`src/rtl/fmap_sram_streamer_if.sv`:
```
// fmap_sram_streamer_if: job control, write/read streams and SRAM port of
// the feature-map SRAM streamer. The optional 'rep' field exists only when
// FMAP_RD_REPEAT_EN is defined.
interface fmap_sram_streamer_if #(
  parameter int WWORD = 32,
  parameter int WADDR = 5
);
  logic              start;
  logic              mode;
  logic [WADDR-1:0]  base;
  logic [WADDR:0]    len;
`ifdef FMAP_RD_REPEAT_EN
  logic [3:0]        rep;
`endif
  logic              busy;
  logic              done;
  logic              in_valid;
  logic              in_ready;
  logic [WWORD-1:0]  in_data;
  logic              out_valid;
  logic              out_ready;
  logic [WWORD-1:0]  out_data;
  logic [WADDR-1:0]  sram_a;
  logic              sram_cen;
  logic              sram_wen;
  logic [WWORD-1:0]  sram_d;
  logic [WWORD-1:0]  sram_q;

  modport slave (
`ifdef FMAP_RD_REPEAT_EN
    input  rep,
`endif
    input  start, mode, base, len, in_valid, in_data, out_ready, sram_q,
    output busy, done, in_ready, out_valid, out_data,
    output sram_a, sram_cen, sram_wen, sram_d
  );

  modport master (
`ifdef FMAP_RD_REPEAT_EN
    output rep,
`endif
    output start, mode, base, len, in_valid, in_data, out_ready, sram_q,
    input  busy, done, in_ready, out_valid, out_data,
    input  sram_a, sram_cen, sram_wen, sram_d
  );
endinterface

```
`src/rtl/fmap_sram_streamer.sv`:
```
// fmap_sram_streamer: moves a job of len words between a stream and a
// single-port SRAM (1-cycle read latency) starting at base, addresses
// wrapping at DEPTH. Reads go through a 2-entry output FIFO.
// Optional feature macro: FMAP_RD_REPEAT_EN adds 'rep' so a read job
// replays the same window rep+1 times back to back.
//
// state    | meaning
// ---------+-------------------------------------------------------
// ST_IDLE  | waiting for start; len = 0 completes immediately
// ST_WRITE | in_ready high, one SRAM write per in handshake
// ST_READ  | issuing reads while FIFO + in-flight leaves room
// ST_DRAIN | all reads issued, waiting for FIFO and pipe to empty
module fmap_sram_streamer #(
  parameter int WWORD = 32,
  parameter int WADDR = 5,
  parameter int DEPTH = 24
) (
  input  logic                 clk,
  input  logic                 rst,
  fmap_sram_streamer_if.slave  bus
);

  typedef enum logic [1:0] {ST_IDLE, ST_WRITE, ST_READ, ST_DRAIN} state_t;

  localparam logic [WADDR:0]   L_DEPTH = (WADDR+1)'(DEPTH);
  localparam logic [WADDR:0]   L_ONE   = (WADDR+1)'(1);
  localparam logic [WADDR-1:0] L_LAST  = WADDR'(DEPTH-1);
  localparam logic [WADDR-1:0] L_AONE  = WADDR'(1);

  state_t            r_state;
  state_t            w_next_state;
  logic [WADDR:0]    r_cnt;
  logic [WADDR:0]    r_len;
  logic [WADDR-1:0]  r_base;
  logic [WADDR-1:0]  r_addr;
  logic              r_inflight;
  logic              r_done;
  logic [WWORD-1:0]  r_fifo [2];
  logic              r_wptr;
  logic              r_rptr;
  logic [1:0]        r_count;
`ifdef FMAP_RD_REPEAT_EN
  logic [3:0]        r_rep;
  logic [3:0]        r_pass;
`endif

  logic [WADDR:0]    w_len_clamp;
  logic [WADDR-1:0]  w_addr_inc;
  logic              w_last;
  logic              w_pop;
  logic              w_push;
  logic [2:0]        w_occ;
  logic              w_more_pass;
  logic              w_wr;
  logic              w_rd;
  logic              w_load;
  logic              w_done_set;

  assign w_len_clamp = (bus.len > L_DEPTH) ? L_DEPTH : bus.len;
  assign w_addr_inc  = (r_addr == L_LAST) ? '0 : r_addr + L_AONE;
  assign w_last      = ((r_cnt + L_ONE) == r_len);
  assign w_pop       = (r_count != 2'd0) & bus.out_ready;
  assign w_push      = r_inflight;
  // Projected FIFO fill if nothing new were issued this cycle.
  assign w_occ       = {1'b0, r_count} + {2'b00, r_inflight} - {2'b00, w_pop};
`ifdef FMAP_RD_REPEAT_EN
  assign w_more_pass = (r_pass != r_rep);
`else
  assign w_more_pass = 1'b0;
`endif

  // State register.
  always_ff @(posedge clk) begin
    if (rst) r_state <= ST_IDLE;
    else     r_state <= w_next_state;
  end

  // Next-state decode and per-cycle access strobes.
  always_comb begin
    w_next_state = r_state;
    w_wr         = 1'b0;
    w_rd         = 1'b0;
    w_load       = 1'b0;
    w_done_set   = 1'b0;
    case (r_state)
      ST_IDLE: begin
        if (bus.start) begin
          if (w_len_clamp == '0) begin
            w_done_set = 1'b1;
          end else begin
            w_load       = 1'b1;
            w_next_state = bus.mode ? ST_READ : ST_WRITE;
          end
        end
      end
      ST_WRITE: begin
        if (bus.in_valid) begin
          w_wr = 1'b1;
          if (w_last) begin
            w_next_state = ST_IDLE;
            w_done_set   = 1'b1;
          end
        end
      end
      ST_READ: begin
        if (w_occ < 3'd2) begin
          w_rd = 1'b1;
          if (w_last && !w_more_pass) w_next_state = ST_DRAIN;
        end
      end
      ST_DRAIN: begin
        if (!r_inflight && (r_count == {1'b0, w_pop})) begin
          w_next_state = ST_IDLE;
          w_done_set   = 1'b1;
        end
      end
      default: w_next_state = ST_IDLE;
    endcase
  end

  assign bus.busy      = (r_state != ST_IDLE);
  assign bus.done      = r_done;
  assign bus.in_ready  = (r_state == ST_WRITE);
  assign bus.out_valid = (r_count != 2'd0);
  assign bus.out_data  = r_fifo[r_rptr];
  assign bus.sram_cen  = ~(w_wr | w_rd);
  assign bus.sram_wen  = ~w_wr;
  assign bus.sram_a    = (w_wr | w_rd) ? r_addr : '0;
  assign bus.sram_d    = w_wr ? bus.in_data : '0;

  // Job bookkeeping: word counter, wrapping address, pass count, done pulse.
  always_ff @(posedge clk) begin
    if (rst) begin
      r_cnt      <= '0;
      r_len      <= '0;
      r_base     <= '0;
      r_addr     <= '0;
      r_done     <= 1'b0;
      r_inflight <= 1'b0;
`ifdef FMAP_RD_REPEAT_EN
      r_rep      <= '0;
      r_pass     <= '0;
`endif
    end else begin
      r_done     <= w_done_set;
      r_inflight <= w_rd;
      if (w_load) begin
        r_cnt  <= '0;
        r_len  <= w_len_clamp;
        r_base <= bus.base;
        r_addr <= bus.base;
`ifdef FMAP_RD_REPEAT_EN
        r_rep  <= bus.rep;
        r_pass <= '0;
`endif
      end else if (w_wr || w_rd) begin
        if (w_last) begin
          // Rewind so a following pass restarts at base with no gap.
          r_cnt  <= '0;
          r_addr <= r_base;
`ifdef FMAP_RD_REPEAT_EN
          if (w_rd) r_pass <= r_pass + 4'd1;
`endif
        end else begin
          r_cnt  <= r_cnt + L_ONE;
          r_addr <= w_addr_inc;
        end
      end
    end
  end

  // Output FIFO: captures sram_q the cycle after each issued read.
  always_ff @(posedge clk) begin
    if (rst) begin
      r_fifo[0] <= '0;
      r_fifo[1] <= '0;
      r_wptr    <= 1'b0;
      r_rptr    <= 1'b0;
      r_count   <= 2'd0;
    end else begin
      if (w_push) begin
        r_fifo[r_wptr] <= bus.sram_q;
        r_wptr         <= ~r_wptr;
      end
      if (w_pop) r_rptr <= ~r_rptr;
      r_count <= r_count + {1'b0, w_push} - {1'b0, w_pop};
    end
  end

endmodule
```
`src/flat_wrapper.sv`:
```
// flat-port wrapper written by rule: the top's interface ports become plain ports
module fmap_sram_streamer_flat 
#(
  parameter int WWORD = 32,
  parameter int WADDR = 5,
  parameter int DEPTH = 24
)
  (clk, rst, bus_start, bus_mode, bus_base, bus_len, bus_in_valid, bus_in_data, bus_out_ready, bus_sram_q, bus_busy, bus_done, bus_in_ready, bus_out_valid, bus_out_data, bus_sram_a, bus_sram_cen, bus_sram_wen, bus_sram_d);
  fmap_sram_streamer_if #(.WWORD(WWORD), .WADDR(WADDR)) bus_i ();
  input  logic clk;
  input  logic rst;
  input wire logic [$bits(bus_i.start)-1:0] bus_start;
  input wire logic [$bits(bus_i.mode)-1:0] bus_mode;
  input wire logic [$bits(bus_i.base)-1:0] bus_base;
  input wire logic [$bits(bus_i.len)-1:0] bus_len;
  input wire logic [$bits(bus_i.in_valid)-1:0] bus_in_valid;
  input wire logic [$bits(bus_i.in_data)-1:0] bus_in_data;
  input wire logic [$bits(bus_i.out_ready)-1:0] bus_out_ready;
  input wire logic [$bits(bus_i.sram_q)-1:0] bus_sram_q;
  output wire logic [$bits(bus_i.busy)-1:0] bus_busy;
  output wire logic [$bits(bus_i.done)-1:0] bus_done;
  output wire logic [$bits(bus_i.in_ready)-1:0] bus_in_ready;
  output wire logic [$bits(bus_i.out_valid)-1:0] bus_out_valid;
  output wire logic [$bits(bus_i.out_data)-1:0] bus_out_data;
  output wire logic [$bits(bus_i.sram_a)-1:0] bus_sram_a;
  output wire logic [$bits(bus_i.sram_cen)-1:0] bus_sram_cen;
  output wire logic [$bits(bus_i.sram_wen)-1:0] bus_sram_wen;
  output wire logic [$bits(bus_i.sram_d)-1:0] bus_sram_d;
  assign bus_i.start = bus_start;
  assign bus_i.mode = bus_mode;
  assign bus_i.base = bus_base;
  assign bus_i.len = bus_len;
  assign bus_i.in_valid = bus_in_valid;
  assign bus_i.in_data = bus_in_data;
  assign bus_i.out_ready = bus_out_ready;
  assign bus_i.sram_q = bus_sram_q;
  assign bus_busy = bus_i.busy;
  assign bus_done = bus_i.done;
  assign bus_in_ready = bus_i.in_ready;
  assign bus_out_valid = bus_i.out_valid;
  assign bus_out_data = bus_i.out_data;
  assign bus_sram_a = bus_i.sram_a;
  assign bus_sram_cen = bus_i.sram_cen;
  assign bus_sram_wen = bus_i.sram_wen;
  assign bus_sram_d = bus_i.sram_d;
  fmap_sram_streamer #(.WWORD(WWORD), .WADDR(WADDR), .DEPTH(DEPTH)) u_core (.clk(clk), .rst(rst), .bus(bus_i));
endmodule
```
`config.mk`:
```
export PLATFORM = sky130hd
export DESIGN_NAME = fmap_sram_streamer_flat
export DESIGN_NICKNAME = d
export VERILOG_FILES = /design/src/rtl/fmap_sram_streamer_if.sv /design/src/rtl/fmap_sram_streamer.sv /design/src/flat_wrapper.sv
export SDC_FILE = /design/constraint.sdc
export NUM_CORES = 1
export LEC_CHECK = 0
export ABC_AREA = 0
export ABC_CLOCK_PERIOD_IN_PS = 4790
export CAP_MARGIN = 20
export CORE_MARGIN = 4
export CORE_UTILIZATION = 42
export DETAILED_ROUTE_END_ITERATION = 16
export GPL_TIMING_DRIVEN = 1
export PLACE_DENSITY = 0.77
export RECOVER_POWER = 50
export SETUP_SLACK_MARGIN = 0.4
export SYNTH_ARGS = -nofsm -noshare
export SYNTH_HDL_FRONTEND = slang
export SYNTH_SLANG_ARGS = --single-unit
```
`constraint.sdc`:
```
create_clock -name clk -period 4.79 [get_ports clk]
set_input_delay 1.437 -clock clk [delete_from_list [all_inputs] [get_ports clk]]
set_output_delay 1.437 -clock clk [all_outputs]
set_load 0.01 [all_outputs]
```
## Word level (Yosys, flattened, before mapping)

Memories as Yosys holds them, arrays and structs flattened. A register that Yosys moved wholly into a read port is not among the register bits.
Index checks and enable logic that the tools add are counted.

| cells by class | value |
|---|---|
| add/subtract/negate cells | 6 |
| $lt $le $gt $ge | 2 |
| equality and inequality tests | 13 |
| mux-type cells | 40 |
| bitwise operators | 6 |
| reductions and logical operators | 11 |

Operators by type and width:

| kind | number |
|---|---|
| two-way mux 32 bit | 2 |
| OR reduction 32 bit | 1 |
| two-way mux 5 bit | 5 |
| two-way mux 1 bit | 21 |
| two-way mux 2 bit | 8 |
| two-way mux 6 bit | 2 |
| != test 2 x 1 -> 1 bit (second input constant) | 4 |
| case mux 2 bit (4 select lines) | 1 |
| AND reduction 7 bit | 1 |
| adder 6 x 1 -> 6 bit (second input constant) | 1 |
| equality test 6 bit | 1 |
| > comparator 6 x 5 -> 1 bit (second input constant) | 1 |
| zero test 6 bit | 1 |
| != test 2 bit (second input constant) | 3 |
| nonzero test 2 bit | 3 |
| adder 5 x 1 -> 5 bit (second input constant) | 1 |
| equality test 5 bit (second input constant) | 1 |
| equality test 2 bit (second input constant) | 2 |
| NOT 1 bit | 4 |
| adder 2 x 1 -> 3 bit | 1 |
| < comparator 3 x 2 -> 1 bit (second input constant) | 1 |
| case mux 1 bit (3 select lines) | 1 |
| subtractor 3 x 1 -> 3 bit | 1 |
| adder 2 x 1 -> 2 bit | 1 |
| 10 further kinds | 10 |

| word-level totals | value |
|---|---|
| flip-flop bits (word level) | 30 |
| bits in writable memories | 64 |
| input bits | 81 |
| output and inout port bits | 75 |
| logic and storage cells | 89 |
| memories | 1 |

Memory list:

| memory | words | width | rd ports | clocked after Yosys merged registers in | wr ports | line | RTL |
|---|---|---|---|---|---|---|---|
| u_core.r_fifo | 2 | 32 | 1 | 1 | 2 | fmap_sram_streamer.sv:38 | `logic [WWORD-1:0] r_fifo [2];` |

## Depth between registers and ports, before layout

| depth | value |
|---|---|
| word-level depth | 9 |
| mapped depth | 14 |
| gate-level depth less buffers | 13 |

## Worst setup path before layout

No wires, ideal clock.

| path | value |
|---|---|
| path kind | input-to-output |
| start | input port bus_out_ready |
| end | output port bus_sram_a[0] |
| arrival time | 3.304 ns |
| data required time | 3.353 ns |
| slack | 0.049 ns |
| cell stages on the path | 10 |
| path buffers | 1 |
| cell sequence | and2_1 > ha_1 > inv_1 > ha_1 > inv_1 > fa_1 > xnor2_1 > a31o_4 > clkbuf_1 > and2_1 |

| between the ends | value |
|---|---|
| longest elaborated chain between the ends | 7 |

Ends and longest elaborated chain:

| element | line | RTL |
|---|---|---|
| start, declared | flat_wrapper.sv:18 | `input wire logic [$bits(bus_i.out_ready)-1:0] bus_out_ready;` |
| bitwise AND 1 bit | fmap_sram_streamer.sv:62 | `assign w_pop = (r_count != 2'd0) & bus.out_ready;` |
| subtractor 3 x 1 -> 3 bit | fmap_sram_streamer.sv:65 | `assign w_occ = {1'b0, r_count} + {2'b00, r_inflight} - {2'b00, w_pop};` |
| < comparator 3 x 2 -> 1 bit | fmap_sram_streamer.sv:106 | `if (w_occ < 3'd2) begin` |
| two-way mux 1 bit | fmap_sram_streamer.sv:106 |  |
| two-way mux 1 bit | fmap_sram_streamer.sv:85 | `case (r_state)` |
| bitwise OR 1 bit | fmap_sram_streamer.sv:128 | `assign bus.sram_a = (w_wr \| w_rd) ? r_addr : '0;` |
| two-way mux 5 bit | fmap_sram_streamer.sv:128 |  |
| end, declared | flat_wrapper.sv:25 | `output wire logic [$bits(bus_i.sram_a)-1:0] bus_sram_a;` |

Every way passes these cells.

## Worst setup path after layout

| path | value |
|---|---|
| start | input port bus_out_ready |
| end | output port bus_sram_a[3] |

| between the ends | value |
|---|---|
| longest elaborated chain between the ends | 7 |

Ends and longest elaborated chain:

| element | line | RTL |
|---|---|---|
| bitwise AND 1 bit | fmap_sram_streamer.sv:62 |  |
| via u_core.w_pop | fmap_sram_streamer.sv:50 | `logic w_pop;` |
| subtractor 3 x 1 -> 3 bit | fmap_sram_streamer.sv:65 |  |
| < comparator 3 x 2 -> 1 bit | fmap_sram_streamer.sv:106 |  |
| two-way mux 1 bit | fmap_sram_streamer.sv:106 |  |
| two-way mux 1 bit | fmap_sram_streamer.sv:85 |  |
| bitwise OR 1 bit | fmap_sram_streamer.sv:128 |  |
| two-way mux 5 bit | fmap_sram_streamer.sv:128 |  |

The timed path passes the listed nets, and every way through them passes these cells.

==> flow_results.xml <==
<?xml version="1.0" encoding="UTF-8"?>
<metrics>
  <group name="outcome">
    <metric name="outcome" unit="">finished with violations</metric>
    <metric name="failed_checks" unit="">max-capacitance violations, max-slew violations</metric>
  </group>
  <group name="cells_and_area">
    <metric name="drive_above_1_share" unit="">0.158</metric>
    <metric name="flow.area_growth_from_synthesis" unit="%">44.1</metric>
    <metric name="num_antenna_cells" unit="">0</metric>
    <metric name="layout.core_utilization" unit="">0.629</metric>
    <metric name="nNetsFinal" unit="">669</metric>
    <metric name="n_fill_cell" unit="">926</metric>
    <metric name="finish.instance_area" unit="mm^2">0.00691</metric>
  </group>
  <group name="synth">
    <metric name="synthesis.nets" unit="">511</metric>
    <metric name="syn_area" unit="mm^2">0.00479</metric>
    <metric name="number_of_flip_flops_and_latches_in_the_synthesized_netlist" unit="">95</metric>
    <metric name="yosysMostFrequentCell" unit="">sky130_fd_sc_hd__and2_1</metric>
    <metric name="postSynth.asyncResetShare" unit="">0</metric>
    <metric name="yosysUniqueCellTypes" unit="">49</metric>
    <metric name="netlist_top_cells_count" unit="">sky130_fd_sc_hd__and2_1, sky130_fd_sc_hd__edfxtp_1, sky130_fd_sc_hd__mux2_2</metric>
    <metric name="ys_dominant_reg_cell" unit="">sky130_fd_sc_hd__edfxtp_1</metric>
    <metric name="post-synth-top-area-fraction" unit="">0.401</metric>
    <metric name="synth_top_cell_by_area" unit="">sky130_fd_sc_hd__edfxtp_1</metric>
    <metric name="post_synth_main_area_contributors" unit="">sky130_fd_sc_hd__edfxtp_1, sky130_fd_sc_hd__and2_1, sky130_fd_sc_hd__dfxtp_1, sky130_fd_sc_hd__mux2_2, sky130_fd_sc_hd__nor2_1</metric>
    <metric name="yosysWarningCount" unit="">0</metric>
    <metric name="synth_edf_count" unit="">64</metric>
    <metric name="syn_avg_cell_area" unit="um^2">11.3</metric>
    <metric name="synthesis.instances" unit="">425</metric>
    <metric name="yosysSeqAreaShare" unit="">0.530</metric>
  </group>
  <group name="clocking">
    <metric name="cts_hold_repair.buffers" unit="">0</metric>
    <metric name="tritoncts_num_sinks" unit="">95</metric>
    <metric name="tritoncts.num_buffers" unit="">9</metric>
    <metric name="clock_tree.buffer_depth" unit="">2</metric>
    <metric name="worst_skew_pair.late_latency" unit="ps">330</metric>
    <metric name="tritoncts" unit="">done</metric>
    <metric name="clock_tree.root_cell" unit="">sky130_fd_sc_hd__clkbuf_16</metric>
    <metric name="clock_pin_slew_of_the_registers_on_the_worst_case_setup_and_hold_paths" unit="ps">60</metric>
    <metric name="ctsHtreeMaxLevel" unit="">3</metric>
  </group>
  <group name="critical_path">
    <metric name="r2r_start" unit="">u_core.r_count[1]</metric>
    <metric name="critical_path.most_common_cell" unit="">sky130_fd_sc_hd__buf_6</metric>
    <metric name="required" unit="ps">3350</metric>
    <metric name="critical_setup_path_kind" unit="">in2out</metric>
    <metric name="critPathLaunchType" unit="">input pin</metric>
    <metric name="critical_path.cell_chain" unit="">buf_6, and2_4, ha_4, inv_2, ha_4, inv_2, fa_2, a31o_4, buf_6, and2_4, buf_6</metric>
    <metric name="reg2reg_capture_point" unit="">u_core.r_cnt[5]</metric>
    <metric name="timing.critical_path.from" unit="">bus_out_ready</metric>
    <metric name="crit_path_max_fanout" unit="">4</metric>
    <metric name="cp_slowest_cell" unit="">sky130_fd_sc_hd__fa_2</metric>
    <metric name="arrival_worst_endpoint" unit="ps">3260</metric>
    <metric name="critical_path.max_stage_delay" unit="ps">450</metric>
    <metric name="critPathCaptureType" unit="">output pin</metric>
    <metric name="r2r.worst_path.cells" unit="">16</metric>
    <metric name="setup.reg_to_reg.worst_slack" unit="ps">1660</metric>
    <metric name="crit_path_end" unit="">bus_sram_a[3]</metric>
  </group>
  <group name="power">
    <metric name="power.clock.fraction" unit="">0.291</metric>
    <metric name="power.sequential.fraction" unit="">0.387</metric>
    <metric name="power.share.switching" unit="">0.270</metric>
    <metric name="power.share.combinational" unit="">0.323</metric>
    <metric name="ir_worst_vdd" unit="mV">0.217</metric>
    <metric name="intPower" unit="mW">1.89</metric>
    <metric name="p_leak" unit="nW">2.73</metric>
    <metric name="net-switching-power" unit="mW">0.700</metric>
    <metric name="power_density" unit="mW/mm^2">375</metric>
  </group>
  <group name="sta">
    <metric name="finalClockSkew" unit="ps">5.95</metric>
    <metric name="maxClockFrequency" unit="MHz">213</metric>
    <metric name="worst_slew_margin_rel" unit="">-0.0723</metric>
    <metric name="finalCritPeriodShare" unit="">0.981</metric>
    <metric name="final-max-slew-violation-count" unit="">39</metric>
    <metric name="hold_violations" unit="">0</metric>
    <metric name="min_period" unit="ps">4700</metric>
    <metric name="setup_tns_final" unit="ps">0</metric>
    <metric name="worst_hold_slack" unit="ps">494</metric>
    <metric name="grt_setup_unrepaired" unit="">yes</metric>
    <metric name="worstMarginPinSlew" unit="ps">1610</metric>
    <metric name="final-setup-viol-count" unit="">0</metric>
  </group>
  <group name="placed_design">
    <metric name="io_buffers" unit="">155</metric>
    <metric name="gp_congestion" unit="">0.840</metric>
    <metric name="post-dp-hpwl" unit="um">7890</metric>
    <metric name="placed_cell_area" unit="mm^2">0.00654</metric>
  </group>
  <group name="run">
    <metric name="max-cap-violations" unit="">1</metric>
  </group>
  <group name="global_route">
    <metric name="grt_usage" unit="">0.171</metric>
    <metric name="grt_first_pass_wirelength" unit="um">18100</metric>
    <metric name="grt_max_degree" unit="">39</metric>
    <metric name="vias_in_the_first_global_route" unit="">3738</metric>
    <metric name="global_route.overflow_total" unit="">0</metric>
    <metric name="antenna_violations_before_repair" unit="">0</metric>
  </group>
  <group name="drt">
    <metric name="detailedRoute.firstPassIterationCount" unit="">4</metric>
    <metric name="drt_wl_total" unit="um">11300</metric>
    <metric name="route.detailed.drc" unit="">0</metric>
    <metric name="detailroute.wirelength.met2" unit="um">5870</metric>
    <metric name="drt_iter0_markers" unit="">175</metric>
    <metric name="average_wire_per_cell_in_the_routed_design" unit="um">15.6</metric>
    <metric name="routed-via-count" unit="">3715</metric>
    <metric name="route.detailed.vias_per_inst" unit="">5.10</metric>
    <metric name="wl_met3" unit="um">700</metric>
    <metric name="topRoutingLayerUsed" unit="">met4</metric>
    <metric name="route.antenna.remaining_nets" unit="">0</metric>
    <metric name="m1WireLength" unit="um">4720</metric>
  </group>
  <group name="floorplan">
    <metric name="start_util" unit="">0.437</metric>
    <metric name="die_width" unit="um">115</metric>
    <metric name="ioPinCount" unit="">156</metric>
    <metric name="placementRows" unit="">38</metric>
    <metric name="fp.coreArea" unit="mm^2">0.0110</metric>
    <metric name="die_area" unit="mm^2">0.0132</metric>
    <metric name="die_h" unit="um">115</metric>
  </group>
  <group name="hold_path">
    <metric name="worstHoldPathType" unit="">reg2reg</metric>
  </group>
</metrics>
cell families after synthesis:
kind of cell,after synthesis,share of synthesized area
AO/OA/AOI/OAI,48,0.0791
XOR/XNOR,11,0.0201
adder cells (fa/ha/maj),5,0.0146
buffers and inverters,39,0.0358
flip-flops,95,0.530
multiplexers,39,0.0900
AND/OR/NAND/NOR,188,0.230
area by class of cell:
cell class                 count  area (um^2)  area share
sequential                    95         2540       0.368
timing repair buffer         175         1700       0.245
clock buffer                   9          225      0.0326
inverter                      11         43.8     0.00634
multi-input combinational    291         2130       0.309
tap                          140          175      0.0254
clock inverter                 7         93.8      0.0136
cells in the final DEF, fill, tap and decap left out, drive strengths merged, types with 8 or more instances in the layout:
cell           count
mux2              33
nand2              8
clkdlybuf4s50    111
clkbuf            14
edfxtp            64
buf               21
nand3             11
nor2b              8
dlygate4sd2       32
nor2              27
dfxtp             31
and2             105
inv               13
flip-flops by register name, indices dropped and copies added (netlist names), named ones only:
| signal | count |
|---|---|
| u_core.r_len | 6 |
| u_core.r_inflight | 1 |
| u_core.r_wptr | 1 |
| u_core.r_fifo | 64 |
| u_core.r_count | 2 |
| u_core.r_addr | 5 |
| u_core.r_rptr | 1 |
| u_core.r_base | 5 |
| u_core.r_state | 2 |
| u_core.bus.done | 1 |
| u_core.r_cnt | 6 |
routing by layer:
| layer | track usage | vias up |
|---|---|---|
| li1 | - | 1824 |
| met1 | 0.212 | 1785 |
| met2 | 0.306 | 104 |
| met3 | 0.0389 | 2 |
| met4 | 0.0352 | 0 |
| met5 | 0 | - |
power by group through the flow:
stage | Combinational, mW | Clock (mW) | Sequential (mW)
2_1_floorplan | 0.454 | 0 | 1.01
3_3_place_gp | 0.806 | 0 | 1.02
3_5_place_dp | 0.814 | 0 | 1.02
4_1_cts | 0.843 | 0.768 | 1.00
5_1_grt | 0.904 | 0.806 | 1.01
6_report | 0.837 | 0.754 | 1.00
through the flow:
step                setup WS [ps]  total power [mW]  cells
finish                       89.6              2.59    728
global route                 41.3              2.72    728
CTS                          76.2              2.61    726
detailed placement           -586              1.83    704
global placement             -583              1.82    704
floorplan                     290              1.46    425
critical path: cells and delay by family:
family          cells  cell delay [ps]
compound gates      1              280
simple gates        2              280
buf+inv             5              410
fa+ha+maj           3              840
what timing repair did:
action	CTS	global route
setup endpoints to repair	38	6
buffers inserted	5	2
pin swaps	5	5
gates cloned	1	0
resized for setup	71	1
worst min-delay path by stage:
stage	from	to	slack, ps	cells past startpoint
4_1_cts	u_core.r_cnt[1]	u_core.r_cnt[1]	490	2
6_report	u_core.r_cnt[1]	u_core.r_cnt[1]	490	2
3_5_place_dp	u_core.r_len[5]	u_core.r_len[5]	480	1
2_1_floorplan	u_core.r_len[5]	u_core.r_len[5]	450	1
3_3_place_gp	u_core.r_len[5]	u_core.r_len[5]	460	1
5_1_grt	u_core.r_len[5]	u_core.r_len[5]	520	1
(Power assumes the default switching activity.)
